`config.mk`:
```
export PLATFORM = sky130hd
export DESIGN_NAME = pdm_capture_ctrl
export DESIGN_NICKNAME = d
export VERILOG_FILES = /design/src/rtl/pdm_capture_ctrl.sv
export SDC_FILE = /design/constraint.sdc
export NUM_CORES = 1
export LEC_CHECK = 0
export BUFFER_PORTS_ARGS = -buffer_cell sky130_fd_sc_hd__buf_2
export CAP_MARGIN = 20
export CORE_ASPECT_RATIO = 0.7
export CORE_MARGIN = 2
export CORE_UTILIZATION = 57
export DETAILED_ROUTE_END_ITERATION = 16
export GPL_TIMING_DRIVEN = 0
export PLACE_DENSITY_LB_ADDON = 0.1
export SYNTH_ARGS = -nofsm -noshare
export SYNTH_HDL_FRONTEND = slang
export SYNTH_SLANG_ARGS = --single-unit
```
`constraint.sdc`:
```
create_clock -name clk -period 3.58 [get_ports clk]
set_input_delay 0.716 -clock clk [delete_from_list [all_inputs] [get_ports clk]]
set_output_delay 0.716 -clock clk [all_outputs]
set_load 0.05 [all_outputs]
```
`src/rtl/pdm_capture_ctrl.sv`:
```
// PDM microphone capture sequencer: pdm_clk divider, bit capture towards the CIC,
// CIC settling discard and a first-word-fall-through output FIFO.
module pdm_capture_ctrl #(
    parameter int HALF_PERIOD = 25,
    parameter int SYNC_STAGES = 2,
    parameter int SAMPLE_EDGE = 0,
    parameter int IN_WIDTH    = 16,
    parameter int OUT_WIDTH   = 16,
    parameter int AMPL        = 1,
    parameter int DISCARD     = 4,
    parameter int FIFO_DEPTH  = 4
) (
    input  logic                 clk,
    input  logic                 rst_n,
    input  logic                 enable,
    output logic                 pdm_clk,
    input  logic                 pdm_data,
    output logic                 cic_rst_n,
    output logic                 cic_in_valid,
    output logic [IN_WIDTH-1:0]  cic_in_sample,
    input  logic                 cic_out_valid,
    input  logic [OUT_WIDTH-1:0] cic_out_sample,
    output logic                 m_valid,
    input  logic                 m_ready,
    output logic [OUT_WIDTH-1:0] m_data,
    output logic                 overflow,
    output logic [1:0]           state
);

    localparam logic [1:0] ST_IDLE   = 2'd0;
    localparam logic [1:0] ST_WARMUP = 2'd1;
    localparam logic [1:0] ST_RUN    = 2'd2;

    localparam int DCW = $clog2(HALF_PERIOD);
    localparam logic [DCW-1:0] DIV_LAST = DCW'(HALF_PERIOD - 1);
    localparam int DSW = $clog2(DISCARD + 2);
    localparam logic [DSW-1:0] DISC_LAST = DSW'((DISCARD > 0) ? DISCARD - 1 : 0);
    localparam int AW = $clog2(FIFO_DEPTH);
    localparam logic [AW:0] FIFO_FULL = (AW + 1)'(FIFO_DEPTH);
    localparam logic [IN_WIDTH-1:0] POS = IN_WIDTH'(AMPL);
    localparam logic [IN_WIDTH-1:0] NEG = IN_WIDTH'(0) - POS;
    localparam logic CAP_LEVEL = (SAMPLE_EDGE == 0);

    logic [1:0]             state_r;
    logic [DCW-1:0]         div_cnt;
    logic                   pdm_clk_r;
    logic [SYNC_STAGES-1:0] sync_r;
    logic                   in_valid_r;
    logic [IN_WIDTH-1:0]    in_sample_r;
    logic                   cic_rst_r;
    logic [DSW-1:0]         disc_cnt;

    logic [OUT_WIDTH-1:0]   mem [FIFO_DEPTH];
    logic [AW-1:0]          wr_ptr, rd_ptr, head_idx;
    logic [AW:0]            count, count_after_pop;
    logic [OUT_WIDTH-1:0]   m_data_r;
    logic                   ovf_r;

    logic running, start, capture, full, empty, pop, push_req, push, bypass;

    always_comb begin
        running         = (state_r != ST_IDLE);
        start           = (state_r == ST_IDLE) && enable;
        capture         = running && enable && (div_cnt == DIV_LAST) && (pdm_clk_r == CAP_LEVEL);
        full            = (count == FIFO_FULL);
        empty           = (count == '0);
        pop             = !empty && m_ready;
        push_req        = (state_r == ST_RUN) && cic_out_valid;
        push            = push_req && (!full || pop);
        head_idx        = pop ? rd_ptr + AW'(1) : rd_ptr;
        count_after_pop = count - {{AW{1'b0}}, pop};
        bypass          = push && (count_after_pop == '0);
    end

    always_ff @(posedge clk or negedge rst_n) begin
        if (!rst_n) begin
            sync_r <= '0;
        end else begin
            sync_r <= {sync_r[SYNC_STAGES-2:0], pdm_data};
        end
    end

    // The captured bit goes straight into the sample register, so the strobe
    // appears the cycle after the capture cycle with the sample already valid.
    always_ff @(posedge clk or negedge rst_n) begin
        if (!rst_n) begin
            state_r     <= ST_IDLE;
            div_cnt     <= '0;
            pdm_clk_r   <= 1'b0;
            in_valid_r  <= 1'b0;
            in_sample_r <= '0;
            cic_rst_r   <= 1'b0;
            disc_cnt    <= '0;
        end else begin
            in_valid_r <= 1'b0;
            if (!running) begin
                div_cnt   <= '0;
                pdm_clk_r <= 1'b0;
                if (enable) begin
                    state_r   <= (DISCARD > 0) ? ST_WARMUP : ST_RUN;
                    cic_rst_r <= 1'b1;
                    disc_cnt  <= '0;
                end
            end else if (!enable) begin
                state_r   <= ST_IDLE;
                div_cnt   <= '0;
                pdm_clk_r <= 1'b0;
                cic_rst_r <= 1'b0;
            end else begin
                if (div_cnt == DIV_LAST) begin
                    div_cnt   <= '0;
                    pdm_clk_r <= ~pdm_clk_r;
                end else begin
                    div_cnt <= div_cnt + DCW'(1);
                end
                if (capture) begin
                    in_valid_r  <= 1'b1;
                    in_sample_r <= sync_r[SYNC_STAGES-1] ? POS : NEG;
                end
                if (state_r == ST_WARMUP && cic_out_valid) begin
                    if (disc_cnt == DISC_LAST) begin
                        state_r <= ST_RUN;
                    end else begin
                        disc_cnt <= disc_cnt + DSW'(1);
                    end
                end
            end
        end
    end

    always_ff @(posedge clk) begin
        if (push) begin
            mem[wr_ptr] <= cic_out_sample;
        end
    end

    // m_data is the registered next head; a push into an (effectively) empty
    // FIFO bypasses the memory so the head is never one cycle stale.
    always_ff @(posedge clk or negedge rst_n) begin
        if (!rst_n) begin
            wr_ptr   <= '0;
            rd_ptr   <= '0;
            count    <= '0;
            m_data_r <= '0;
            ovf_r    <= 1'b0;
        end else if (start) begin
            wr_ptr <= '0;
            rd_ptr <= '0;
            count  <= '0;
            ovf_r  <= 1'b0;
        end else begin
            if (push) begin
                wr_ptr <= wr_ptr + AW'(1);
            end
            if (pop) begin
                rd_ptr <= rd_ptr + AW'(1);
            end
            if (push && !pop) begin
                count <= count + (AW + 1)'(1);
            end else if (pop && !push) begin
                count <= count - (AW + 1)'(1);
            end
            if (push_req && full && !pop) begin
                ovf_r <= 1'b1;
            end
            if (bypass) begin
                m_data_r <= cic_out_sample;
            end else if (pop) begin
                m_data_r <= mem[head_idx];
            end
        end
    end

    assign pdm_clk       = pdm_clk_r;
    assign cic_rst_n     = cic_rst_r;
    assign cic_in_valid  = in_valid_r;
    assign cic_in_sample = in_sample_r;
    assign m_valid       = !empty;
    assign m_data        = m_data_r;
    assign overflow      = ovf_r;
    assign state         = state_r;

endmodule

```
-- After elaboration in Yosys (flattened, before gate mapping)
Memory sizes are Yosys's and may differ from the RTL's.
Cells that the tools add are included.
- bits in registers: 55
- bits in writable memories: 64
- input port bits: 22
- output and inout port bits: 39
- logic and storage cells: 102
- memories: 1
- memory list (memory ; depth ; width ; rd ports ; clocked after Yosys merged registers in ; write ports ; RTL line ; source):
    mem ; 4 ; 16 ; 1 ; 0 ; 1 ; 53 ; logic [OUT_WIDTH-1:0] mem [FIFO_DEPTH];
- $add $sub $neg: 7
- equality and inequality tests: 11
- mux-type cells: 36
- bitwise operators: 2
- reductions and logical operators: 32
- operators by type and width (cell ; number):
    16-bit 2-to-1 mux ; 3
    3-bit 2-to-1 mux ; 8
    2-bit 2-to-1 mux ; 9
    5-bit 2-to-1 mux ; 3
    1-bit logical AND ; 13
    1-bit 2-to-1 mux ; 13
    2-bit nonzero test ; 5
    3-bit by 2-bit inequality test with 1-bit output, second input constant ; 3
    3-bit AND reduction ; 3
    3-bit by 1-bit adder with 3-bit output, second input constant ; 2
    3-bit logical NOT ; 2
    5-bit by 1-bit adder with 5-bit output, second input constant ; 1
    5-bit equality test, second input constant ; 1
    2-bit by 1-bit adder with 2-bit output, second input constant ; 2
    1-bit logical NOT ; 4
    2-bit inequality test, second input constant ; 2
    2-bit AND reduction ; 2
    3-bit by 2-bit equality test with 1-bit output, second input constant ; 1
    3-bit equality test, second input constant ; 1
    3-bit nonzero test ; 1
    3-bit by 1-bit subtractor with 3-bit output ; 1
    3-bit by 1-bit subtractor with 3-bit output, second input constant ; 1
    2-bit by 1-bit equality test with 1-bit output, second input constant ; 1
    2-bit equality test, second input constant ; 1
    other kinds (4) ; 5

-- Depth between registers and ports, before layout
- depth after elaboration: 10
- gate-level depth with buffers: 12
- mapped depth without buffers: 7

-- Least setup slack after synthesis
No wires, ideal clock.
- path type: input-to-reg
- start point: input m_ready
- end point: register m_data_r[10] (netlist: m_data[10])
- setup time: 0.067 ns
- data arrival time: 2.623 ns
- data required time: 3.513 ns
- slack: 0.890 ns
- stages: 11
- path buffers: 4
- cell sequence: o31a_1 -> buf_2 -> buf_2 -> ha_1 -> nor2b_1 -> and4_4 -> buf_6 -> nor2_1 -> nor2_1 -> buf_2 -> o32a_1
- cells in the longest elaborated chain, start to end: 6
- elaborated cells between the ends (all ways): 12
- those cells by class: add/sub (1); mux (3); reduce/logical (7); memory (1)
- RTL lines (what ; RTL line ; source):
    start, declared ; 24 ; input logic m_ready,
    1-bit logical AND (*) ; 67 ; pop = !empty && m_ready;
    3-bit by 1-bit subtractor with 3-bit output / 1-bit logical OR (equally long branches) ; 71, 69 ;
    3-bit logical NOT / 1-bit logical AND (equally long branches) ; 72, 69 ;
    1-bit logical AND ; 72 ; bypass = push && (count_after_pop == '0);
    2-bit nonzero test (no source line) ; n/a ;
    2-bit AND reduction (no source line) ; n/a ;
    end signal, assigned ; 167 ; m_data_r <= cic_out_sample;
    end signal, assigned ; 169 ; m_data_r <= mem[head_idx];
    end, declared ; 56 ; logic [OUT_WIDTH-1:0] m_data_r;
Mark *: on every way between the ends. The rest lies on a longest branch, timed or not. The select of a mux whose other input is x is not followed.
A chain may end at the register's enable or synchronous reset.

-- Final worst setup path
- start point: register count[1]
- end point: register m_data_r[6] (netlist: m_data[6])
- cells in the longest elaborated chain, start to end: 8
- elaborated cells between the ends (all ways): 16
- those cells by class: add/sub (1); eq/ne (1); mux (3); reduce/logical (10); memory (1)
- RTL lines (what ; RTL line ; source):
    start, declared ; 55 ; logic [AW:0] count, count_after_pop;
    start signal, assigned ; 159 ; count <= count + (AW + 1)'(1);
    start signal, assigned ; 161 ; count <= count - (AW + 1)'(1);
    3-bit logical NOT ; 66 ; empty = (count == '0);
    1-bit logical NOT ; 67 ;
    1-bit logical AND ; 67 ;
    3-bit by 1-bit subtractor with 3-bit output / 1-bit logical OR (equally long branches) ; 71, 69 ;
    3-bit logical NOT / 1-bit logical AND (equally long branches) ; 72, 69 ;
    1-bit logical AND ; 72 ;
    2-bit nonzero test (no source line) ; n/a ;
    2-bit AND reduction (no source line) ; n/a ;
Several ways; a longest one is shown, not always the timed one. The select of a mux whose other input is x is not followed.

==> results.txt <==
----------------------------------------------------
[Synth]
  Async set-or-reset flop fraction in the synthesized netlist ... 39.0%
  Unique cell type count in the Yosys netlist ... 50
  Post-synthesis average cell area ... 12.8 um^2
  Post-Syn Nets ... 435
  Post-synth EDFFs ... 64
  Flop and latch count out of synthesis ... 105
  Share of the yosys chip area belonging to registers ... 57.7%
  Count of yosys warnings during synthesis ... 0
  Main synth FF type ... edfxtp_1
  Cell count after synthesis ... 400
  Cell type with the highest aggregate area in the netlist ... edfxtp_1
  Area contributors post-synth ... edfxtp_1, dfrtp_1, nor2b_1
  Cell area after synthesis ... 0.00511 mm^2
  Proportion of netlist area held by the largest area contributor ... 37.6%

[CTS]
  Cell chosen for the clock root ... clkbuf_16
  Count of H-tree levels built during CTS ... 3
  Number of buffers created by CTS ... 9
  Largest buffer count on any clock path ... 2
  Clock tree from TritonCTS ... done
  Number of setup buffers added after CTS ... 0
  Quantity of gates resized following cts ... 0
  Count of hold-fix buffers inserted at cts ... 0
  Worst-skew pair later-pin latency ... 0.35 ns
  Clock transition at the registers of the reported paths ... 0.07 ns
  Clock sink total ... 105

[Setup path]
  Kind of end point of the critical path ... flip-flop
  Highest net fanout along the worst path ... 10
  Depth of the worst register-to-register path ... 12
  Most frequent cell on the critical path ... buf_2
  Critical Path Stages ... 12
  Maximum single-stage delay on the critical path ... 0.47 ns
  Cell Chain, Critical Path ... buf_6 > o31a_1 > buf_2 > buf_2 > ha_1 > nor2b_1 > and4_4 > buf_6 > nor2_1 > nor2_1 > buf_2 > o32a_1
  Buf/Inv on CP ... 5
  Arrival time of the worst setup path ... 3.61 ns
  Critical R2R Capture ... m_data[6]$_DFFE_PN0P_
  Top delay family on crit path ... buffers and inverters
  Critical path endpoint ... m_data[6]$_DFFE_PN0P_
  Worst reg-to-reg setup slack ... 0.25 ns
  Crit Path Class ... flip-flop to flip-flop
  Startpoint of the worst-slack reg-to-reg timing path ... count[1]$_DFFE_PN0P_
  Kind of start point of the critical path ... flip-flop
  Req. time, crit path ... 3.87 ns
  Slowest library cell on the worst path ... nor2_1
  Worst Setup SP ... count[1]$_DFFE_PN0P_

[STA]
  Final WS setup ... 0.251 ns
  Slew Viols, Final ... 0
  Final Hold Vio Count ... 0
  Setup violators final ... 0
  Final Skew ... 0.00515 ns
  Final worst path period share ... 93.0%
  Transition time at the pin with the least slew margin ... 0.946 ns
  RSZ-0062 raised after global routing ... no
  Peak Freq ... 300 MHz
  Final setup TNS ... 0 ns
  Rel. slew slack ... 36.9%
  Final min period ... 3.33 ns

[Power and ir drop]
  Sw frac ... 40.8%
  P_leak ... 2.32 nW
  Max IR drop VDD ... 522 uV
  Cell-internal power ... 2.52 mW
  Combinational Power Share ... 42.8%
  Final Total Pwr ... 4.26 mW
  Reg power frac ... 36.2%
  Power density over the cells ... 730 mW/mm^2
  Clock network fraction of design power ... 21.0%
  Switching power of the nets ... 1.74 mW

[Global route]
  Vias in the first global route ... 3437
  GRT Util Overall ... 25.5%
  Pin count of the biggest net entering global routing ... 42
  Number of antenna violations at the first check in global routing ... 0
  Global-route wire length before repair ... 18.6 mm
  Aggregate global routing overflow ... 0

[Final layout]
  Filler-free cell count of the finished design ... 597
  Layout cell share with drive strength beyond 1 ... 24.7%
  Final design area excluding fillers ... 0.00584 mm^2
  Antenna fix cells ... 0
  Synthesis-to-finish area growth ... 14.3%
  Nets@finish ... 507

[Die]
  Core Area ... 0.00858 mm^2
  Floorplan die height ... 83.2 um
  Die width ... 117 um
  Initial core utilization ... 59.6%
  Rows ... 28
  I/O pins ... 61
  Area of the die ... 0.00975 mm^2

[Flow run]
  Max-capacitance violation count ... 0

[Placed design]
  Final HPWL DP ... 7.92 mm
  Number of placed instances, taps included ... 580
  Gpl congestion ... 0.839
  Worst slack after detailed placement ... 0.0295 ns
  Number of buffer cells added on primary ports ... 60
  Post-place instance area ... 0.00556 mm^2

[Drt]
  First DRT Iteration DRCs ... 241
  Detailed Routing Iterations Pass 1 ... 5
  Routed vias ... 3546
  Wire length on met2 ... 5.46 mm
  Top Metal Used ... met4
  Overall routed net length ... 11.8 mm
  Number of remaining DRC errors ... 0
  Detailed-route wire length on metal 1 ... 5.42 mm
  Remaining antenna violation count after routing ... 0
  Mean number of vias per cell ... 5.94
  Met3 layer wire length in the routed design ... 837 um
  Routed WL per cell ... 19.8 um

[Min path]
  Type of the worst min-delay path ... input port to asynchronous set/reset pin

[Status]
  Run status ... complete, no violations

----------------------------------------------------
-- worst register-to-register path, stage by stage (launching register included) --
cell and delay [ns]:
dfrtp_1 0.37, buf_6 0.13, o31a_1 0.36, buf_2 0.21, buf_2 0.22, ha_1 0.30
nor2b_1 0.20, and4_4 0.25, buf_6 0.14, nor2_1 0.05, nor2_1 0.47, buf_2 0.38
o32a_1 0.19
-- registers in the layout, indices dropped and copies added (netlist names) --
name           flops
cic_in_sample      2
cic_in_valid       1
cic_rst_n          1
count              3
disc_cnt           3
div_cnt            5
m_data            16
mem               64
overflow           1
pdm_clk            1
rd_ptr             2
state              2
sync_r             2
wr_ptr             2
-- layout make-up --
cell class | instances | area, um^2
well taps | 120 | 150
plain buffers | 43 | 251
flip-flops and latches | 105 | 2950
clock buffers | 14 | 244
fillers | 619 | 2740
clock inverters | 2 | 15.0
multi-input cells | 241 | 1870
repair buffers | 61 | 320
inverters | 11 | 41.3
-- metal layers --
metal	vias to the layer above	track usage, %
li1	1648	-
met1	1749	37.5
met2	140	37.8
met3	9	7.15
met4	0	5.67
met5	-	0
-- worst min-delay path by stage --
stage                              from                   to  slack, ns  cells after the start
floorplan           sync_r[0]$_DFF_PN0_  sync_r[1]$_DFF_PN0_       0.33                      0
global placement    sync_r[0]$_DFF_PN0_  sync_r[1]$_DFF_PN0_       0.33                      0
detailed placement  sync_r[0]$_DFF_PN0_  sync_r[1]$_DFF_PN0_       0.34                      0
CTS                 sync_r[0]$_DFF_PN0_  sync_r[1]$_DFF_PN0_       0.35                      0
global route                      rst_n  pdm_clk$_DFFE_PN0P_       0.34                      1
finish                            rst_n  pdm_clk$_DFFE_PN0P_       0.32                      1
-- cells in the mapped netlist (all sizes together), types with 11 or more instances --
library cell and number:
ha 12, a2111oi 16, o21a 17, a211oi 18, mux2i 16, buf 26
clkbuf 17, nor2 17, o32a 16, edfxtp 64, inv 11, nor2b 33
nor4 16, and3 22, dfrtp 41
-- layout by cell type (no fill, tap or decap), types with 17 or more instances in the layout --
cell / synthesis / layout
nor2b_1: 33 / 33
a211oi_1: 18 / 18
buf_2: 9 / 69
and3_1: 22 / 22
dfrtp_1: 41 / 41
o21a_1: 17 / 17
clkbuf_1: 17 / 22
nor2_1: 17 / 17
edfxtp_1: 64 / 64
-- logic make-up (layout without fill, tap and decap cells) --
logic type,Yosys count,after routing,share of synthesized area [%]
buffers and inverters,54,131,5.73
adder cells (fa/ha/maj),13,13,3.33
XOR/XNOR,8,8,1.52
AND/OR/NAND/NOR,117,117,14.9
AO/OA/AOI/OAI,86,86,13.5
multiplexers,17,17,3.35
flip-flops,105,105,57.7
-- through the flow --
stage	hold slack (ns)	utilization (%)
final	0.317	68.1
after global placement	0.335	64.8
after detailed placement	0.339	64.8
after floorplan	0.331	-
after global routing	0.340	68.1
after CTS	0.354	67.8
-- power groups by stage --
stage | sequential [mW] | clock, mW | combinational [mW]
floorplan | 1.91 | 0 | 0.987
global placement | 1.56 | 0 | 1.77
detailed placement | 1.57 | 0 | 1.82
CTS | 1.54 | 0.903 | 1.83
global route | 1.57 | 0.951 | 1.97
finish | 1.55 | 0.895 | 1.82
(Power assumes the default switching activity.)
